**config.mk**
```make
export PLATFORM = sky130hd
export DESIGN_NAME = store_unit
export DESIGN_NICKNAME = d
export VERILOG_FILES = /design/src/rtl/store_pkg.sv /design/src/rtl/store_align.sv /design/src/rtl/store_unit.sv
export SDC_FILE = /design/constraint.sdc
export NUM_CORES = 1
export LEC_CHECK = 0
export BUFFER_PORTS_ARGS = -buffer_cell sky130_fd_sc_hd__clkbuf_2
export CAP_MARGIN = 20
export CORE_ASPECT_RATIO = 0.75
export CORE_MARGIN = 3
export CORE_UTILIZATION = 28
export CTS_BUF_LIST = sky130_fd_sc_hd__clkbuf_4
export CTS_CLUSTER_SIZE = 24
export DETAILED_ROUTE_END_ITERATION = 6
export GPL_TIMING_DRIVEN = 0
export MAX_ROUTING_LAYER = met4
export REMOVE_ABC_BUFFERS = 1
export SYNTH_ARGS = -nofsm -noshare
export SYNTH_HDL_FRONTEND = slang
export SYNTH_SLANG_ARGS = --single-unit
```
**constraint.sdc**
```tcl
create_clock -name clk -period 10.2 [get_ports clk]
set_input_delay 1.53 -clock clk [delete_from_list [all_inputs] [get_ports clk]]
set_output_delay 1.53 -clock clk [all_outputs]
set_load 0.05 [all_outputs]
```
**src/rtl/store_pkg.sv**
```systemverilog
// Shared definitions for the store unit: store opcodes, FSM states and the
// lane-encoded queue entry format.
package store_pkg;

  typedef enum logic [1:0] {
    OP_SW  = 2'b00,
    OP_SH  = 2'b01,
    OP_SB  = 2'b10,
    OP_ILL = 2'b11
  } st_op_e;

  typedef enum logic {
    S_IDLE  = 1'b0,
    S_ISSUE = 1'b1
  } state_e;

  // Entries keep only the word index; the byte offset is folded into be.
  typedef struct packed {
    logic [29:0] waddr;
    logic [31:0] wdata;
    logic [3:0]  be;
  } entry_t;

endpackage

```
**src/rtl/store_align.sv**
```systemverilog
// Store lane encoder: byte enables, replicated write data and the
// misaligned/illegal flag for one store request.
module store_align
  import store_pkg::*;
(
  input  logic [1:0]  op,
  input  logic [1:0]  addr_lo,
  input  logic [31:0] data,
  output logic [3:0]  be,
  output logic [31:0] wdata,
  output logic        err
);

  always_comb begin
    be    = 4'b0000;
    wdata = 32'h0;
    err   = 1'b0;
    case (st_op_e'(op))
      OP_SW: begin
        be    = 4'b1111;
        wdata = data;
        err   = (addr_lo != 2'b00);
      end
      OP_SH: begin
        be    = addr_lo[1] ? 4'b1100 : 4'b0011;
        wdata = {2{data[15:0]}};
        err   = addr_lo[0];
      end
      OP_SB: begin
        be    = 4'b0001 << addr_lo;
        wdata = {4{data[7:0]}};
      end
      default: err = 1'b1;
    endcase
  end

endmodule

```
**src/rtl/store_unit.sv**
```systemverilog
// Store unit: lane-encodes MEM-stage stores into a small FIFO and issues
// them to data memory one at a time with a req/ack handshake.
//
// state   | meaning
// S_IDLE  | queue empty, mem_req low
// S_ISSUE | mem_req high, head entry presented until mem_ack
module store_unit
  import store_pkg::*;
#(
  parameter int DEPTH = 2
) (
  input  logic        clk,
  input  logic        reset,
  input  logic        st_valid,
  output logic        st_ready,
  input  logic [1:0]  st_op,
  input  logic [31:0] st_addr,
  input  logic [31:0] st_data,
  output logic        st_err,
  output logic        mem_req,
  output logic [31:0] mem_addr,
  output logic [31:0] mem_wdata,
  output logic [3:0]  mem_be,
  input  logic        mem_ack,
  output logic        idle
);

  localparam int PTR_W = (DEPTH > 1) ? $clog2(DEPTH) : 1;
  localparam int CNT_W = PTR_W + 1;
  localparam logic [CNT_W-1:0] CNT_FULL = CNT_W'(DEPTH);
  localparam logic [CNT_W-1:0] CNT_ONE  = CNT_W'(1);
  localparam logic [PTR_W-1:0] PTR_ONE  = PTR_W'(1);

  entry_t            q_q [DEPTH];
  entry_t            q_d [DEPTH];
  logic [PTR_W-1:0]  wr_ptr_q, wr_ptr_d;
  logic [PTR_W-1:0]  rd_ptr_q, rd_ptr_d;
  logic [CNT_W-1:0]  cnt_q, cnt_d;
  logic              st_err_q, st_err_d;
  state_e            state_q, state_d;

  logic [3:0]  al_be;
  logic [31:0] al_wdata;
  logic        al_err;
  logic        hs, push, pop;
  entry_t      new_entry, head;

  store_align u_align (
    .op      (st_op),
    .addr_lo (st_addr[1:0]),
    .data    (st_data),
    .be      (al_be),
    .wdata   (al_wdata),
    .err     (al_err)
  );

  // No bypass: a pop this cycle does not free a slot until the next one.
  assign st_ready = !reset && (cnt_q != CNT_FULL);
  assign hs       = st_valid && st_ready;
  assign push     = hs && !al_err;
  assign pop      = (state_q == S_ISSUE) && mem_ack;

  assign new_entry = '{waddr: st_addr[31:2], wdata: al_wdata, be: al_be};
  assign head      = q_q[rd_ptr_q];

  always_comb begin
    q_d      = q_q;
    wr_ptr_d = wr_ptr_q;
    rd_ptr_d = rd_ptr_q;
    cnt_d    = cnt_q;
    st_err_d = hs && al_err;
    if (push) begin
      q_d[wr_ptr_q] = new_entry;
      wr_ptr_d      = wr_ptr_q + PTR_ONE;
    end
    if (pop) begin
      rd_ptr_d = rd_ptr_q + PTR_ONE;
    end
    case ({push, pop})
      2'b10:   cnt_d = cnt_q + CNT_ONE;
      2'b01:   cnt_d = cnt_q - CNT_ONE;
      default: cnt_d = cnt_q;
    endcase
  end

  always_ff @(posedge clk or posedge reset) begin
    if (reset) begin
      for (int i = 0; i < DEPTH; i++) begin
        q_q[i] <= '0;
      end
      wr_ptr_q <= '0;
      rd_ptr_q <= '0;
      cnt_q    <= '0;
      st_err_q <= 1'b0;
    end else begin
      q_q      <= q_d;
      wr_ptr_q <= wr_ptr_d;
      rd_ptr_q <= rd_ptr_d;
      cnt_q    <= cnt_d;
      st_err_q <= st_err_d;
    end
  end

  always_ff @(posedge clk or posedge reset) begin
    if (reset) begin
      state_q <= S_IDLE;
    end else begin
      state_q <= state_d;
    end
  end

  always_comb begin
    state_d = state_q;
    case (state_q)
      S_IDLE: begin
        if (push) state_d = S_ISSUE;
      end
      S_ISSUE: begin
        if (pop && !push && (cnt_q == CNT_ONE)) state_d = S_IDLE;
      end
      default: state_d = S_IDLE;
    endcase
  end

  always_comb begin
    mem_req   = (state_q == S_ISSUE);
    mem_addr  = 32'h0;
    mem_wdata = 32'h0;
    mem_be    = 4'b0000;
    if (mem_req) begin
      mem_addr  = {head.waddr, 2'b00};
      mem_wdata = head.wdata;
      mem_be    = head.be;
    end
  end

  assign st_err = st_err_q;
  assign idle   = (cnt_q == '0) && !mem_req;

endmodule

```
==> metrics <==
number of gates resized after cts 0; total grt overflow 0; layout cells sized above 1 42.1%; slowest stage cell, crit path dfrtp_4; vias post-DR 4,469; register-to-register setup slack 7420 ps; CORE AREA 24,400 um2; worst hold path endpoint q_q[38]; # rows 49; Power Internal 1470 uW; buffers added on ports 139; Clock power frac 11.3%; critical path peak fanout 37; Final Setup Violations 0; Slew headroom 35.7%; routed len/inst 15.5 um; Worst Hold Path Cells 1; CP Buf/Inv Count 2; synthesis-to-finish area growth 18.2%; met3 wire length 658 um; io pins 142; nets 744; period utilization 37.8%; Layout Skew 14.7 ps; first-pass GRT wire length 25,500 um; outcome finished, final reports clean; sequential group share of total power 37.3%; Post-CTS Hold Buffers 0; DR WL met2 7150 um; Slew Viols, Final 0; hold path start q_q[38]; Post-CTS Setup Repair Bufs 0; largest net degree at the start of global routing 82; DR vias/cell 4.41; Synth area leader dfrtp_1; Synth Instances 540; Antenna Violating Nets Remaining 0; Logic pwr share 51.4%; worst endpoint required time 8670 ps; Die Span Y 144 um; Max Root-Sink Buffers 2; switching share of power 45.2%; Die Wd 190 um; crit end category output pin; net switching power of the design 1210 uW; post-synthesis sequential area ratio 48.8%; initial antenna violation count 0; GPL Wtd Cong 0.692; area fraction of the dominant cell type after synthesis 48.8%; Num CTS Buffers 17; critical path's top delay family flip-flops; H-tree depth 4; gr usage total 12.3%; ANT cells 0; TritonRoute pass-1 iters 4; Yosys warnings 0; synthesized area 7080 um2; clock sink count 138; Routed met1 length 7690 um; max-cap check violation count 0; critical path startpoint category register; Seq cells post-synth 138; Root Driver clkbuf_4; Critical Path AT 2320 ps; Cell Chain, Critical Path buf_16, mux2i_1, nor2b_1, clkbuf_2; drc violations 0; Post-Route WL 15,700 um; power density cells 320 nW/um2; Initial DRC Count 129; Crit Path Class register to output pin; commonest non-fill, non-tap cell in the layout clkbuf_2; Hold Fails Final Rpt 0; slew at the pin with the worst max-slew slack 964 ps; TritonCTS clock tree built; Initial Utilization 29.0%; vias in the first global route 4,694; Final HPWL DP 10,600 um; dominant cells by area after synthesis dfrtp_1 (49%), mux2i_1 (12%), mux2_2 (11%), mux2_4 (8.5%), nor2b_1 (6.0%); Period minus WS final 3850 ps; setup TNS 0 ps; Netlist cell types 31; Die ar. 27,200 um2; Worst-Skew Late Latency 540 ps; DP Area 8160 um2; highest-count cells in the layout ignoring fill and taps clkbuf_2 (139), dfrtp_1 (136), mux2i_1 (82); worst-case reg-to-reg path depth 6; reg-to-reg critical path endpoint q_q[112]; worst IR drop on VDD 178 uV; CTS clk-pin slew, worst paths 120 ps; RSZ-0062 raised after global routing false; hold crit path type register to register; crit-path max cell delay 840 ps; R2R Path Start cnt_q[0]; Max Fclk 259 MHz; uppermost layer routed met4; Synth Area per Inst 13.1 um2; final non-filler cell area 8360 um2; Pleak 0.00403 uW
-- routing by layer --
| metal | up-vias | GRT usage, % |
|---|---|---|
| met1 | 2242 | 15.9 |
| met5 | - | - |
| met3 | 15 | 3.51 |
| met4 | 0 | 3.38 |
| li1 | 2128 | - |
| met2 | 84 | 19.1 |
-- registers in the layout, summed over array words and instances, names as in the netlist --
signal    cells
cnt_q         2
mem_req       1
q_q         132
rd_ptr_q      1
st_err        1
wr_ptr_q      1
-- worst register-to-register path: stages (launching register included) --
cell     delay (ps)
dfrtp_1         420
inv_1            80
ha_1            220
nor3b_1         400
and4b_4         820
buf_16          320
mux2_2          430
-- layout make-up --
| type | instances | area, um2 |
|---|---|---|
| timing repair buffer | 148 | 886 |
| multi-input combinational | 353 | 3350 |
| fill | 2504 | 16000 |
| inverter | 12 | 50.0 |
| tap | 331 | 414 |
| clock buffer | 20 | 150 |
| clock inverter | 11 | 57.6 |
| sequential | 138 | 3460 |
-- through the flow --
stage          power [uW]  util [%]  hold WS, ps  setup WS, ps  std cells
6_report             2680      34.3          499          6350       1013
5_1_grt              2860      34.3          513          6080       1013
4_1_cts              2730      34.3          507          6190       1013
3_5_place_dp         2410      33.4          481          5990        982
3_3_place_gp         2410      32.6          474          2680        973
2_1_floorplan        2090         -          460          4970        503
-- power by group through the flow --
stage | clock network, uW | registers [uW] | logic (uW)
floorplan | 0 | 990 | 1100
global placement | 0 | 1060 | 1350
detailed placement | 0 | 1010 | 1400
CTS | 324 | 1000 | 1400
global route | 350 | 1040 | 1480
finish | 302 | 997 | 1380
-- synth_stat cells --
library cell	instances
nor2_1	1
nand3b_1	8
a21o_1	1
and2_1	9
and4b_4	1
o22ai_1	2
nor2b_1	68
xor2_1	1
nand4_1	1
buf_2	11
mux2i_2	1
mux2i_1	82
nand3_1	1
conb_1	1
dfrtp_1	138
nand2_1	4
mux2_1	25
buf_6	9
or3b_4	1
clkbuf_1	15
ha_1	4
nand2b_1	1
mux2_4	40
o21ai_0	26
nor3b_1	1
a21boi_0	1
xnor2_1	3
o31ai_1	2
mux2_2	67
inv_1	12
buf_4	3
-- how the worst max path moves through the flow --
stage / startpoint / to / slack [ps] / cells after the start
after floorplan: reset / cnt_q[0] / 4970 / 1
after global placement: st_op[0] / q_q[29] / 2680 / 4
after detailed placement: st_op[0] / q_q[112] / 5990 / 5
after CTS: rd_ptr_q / mem_wdata[25] / 6190 / 4
after global routing: rd_ptr_q / mem_wdata[26] / 6080 / 4
final: rd_ptr_q / mem_wdata[26] / 6350 / 4
-- kinds of logic after synthesis --
logic type | share of synthesized area (%)
buf+inv | 3.96
flops | 48.8
other cells | 0.0530
xor+xnor | 0.495
mux | 34.9
fa+ha+maj | 0.707
simple gates | 8.63
compound gates | 2.44
(Power assumes the default switching activity.)
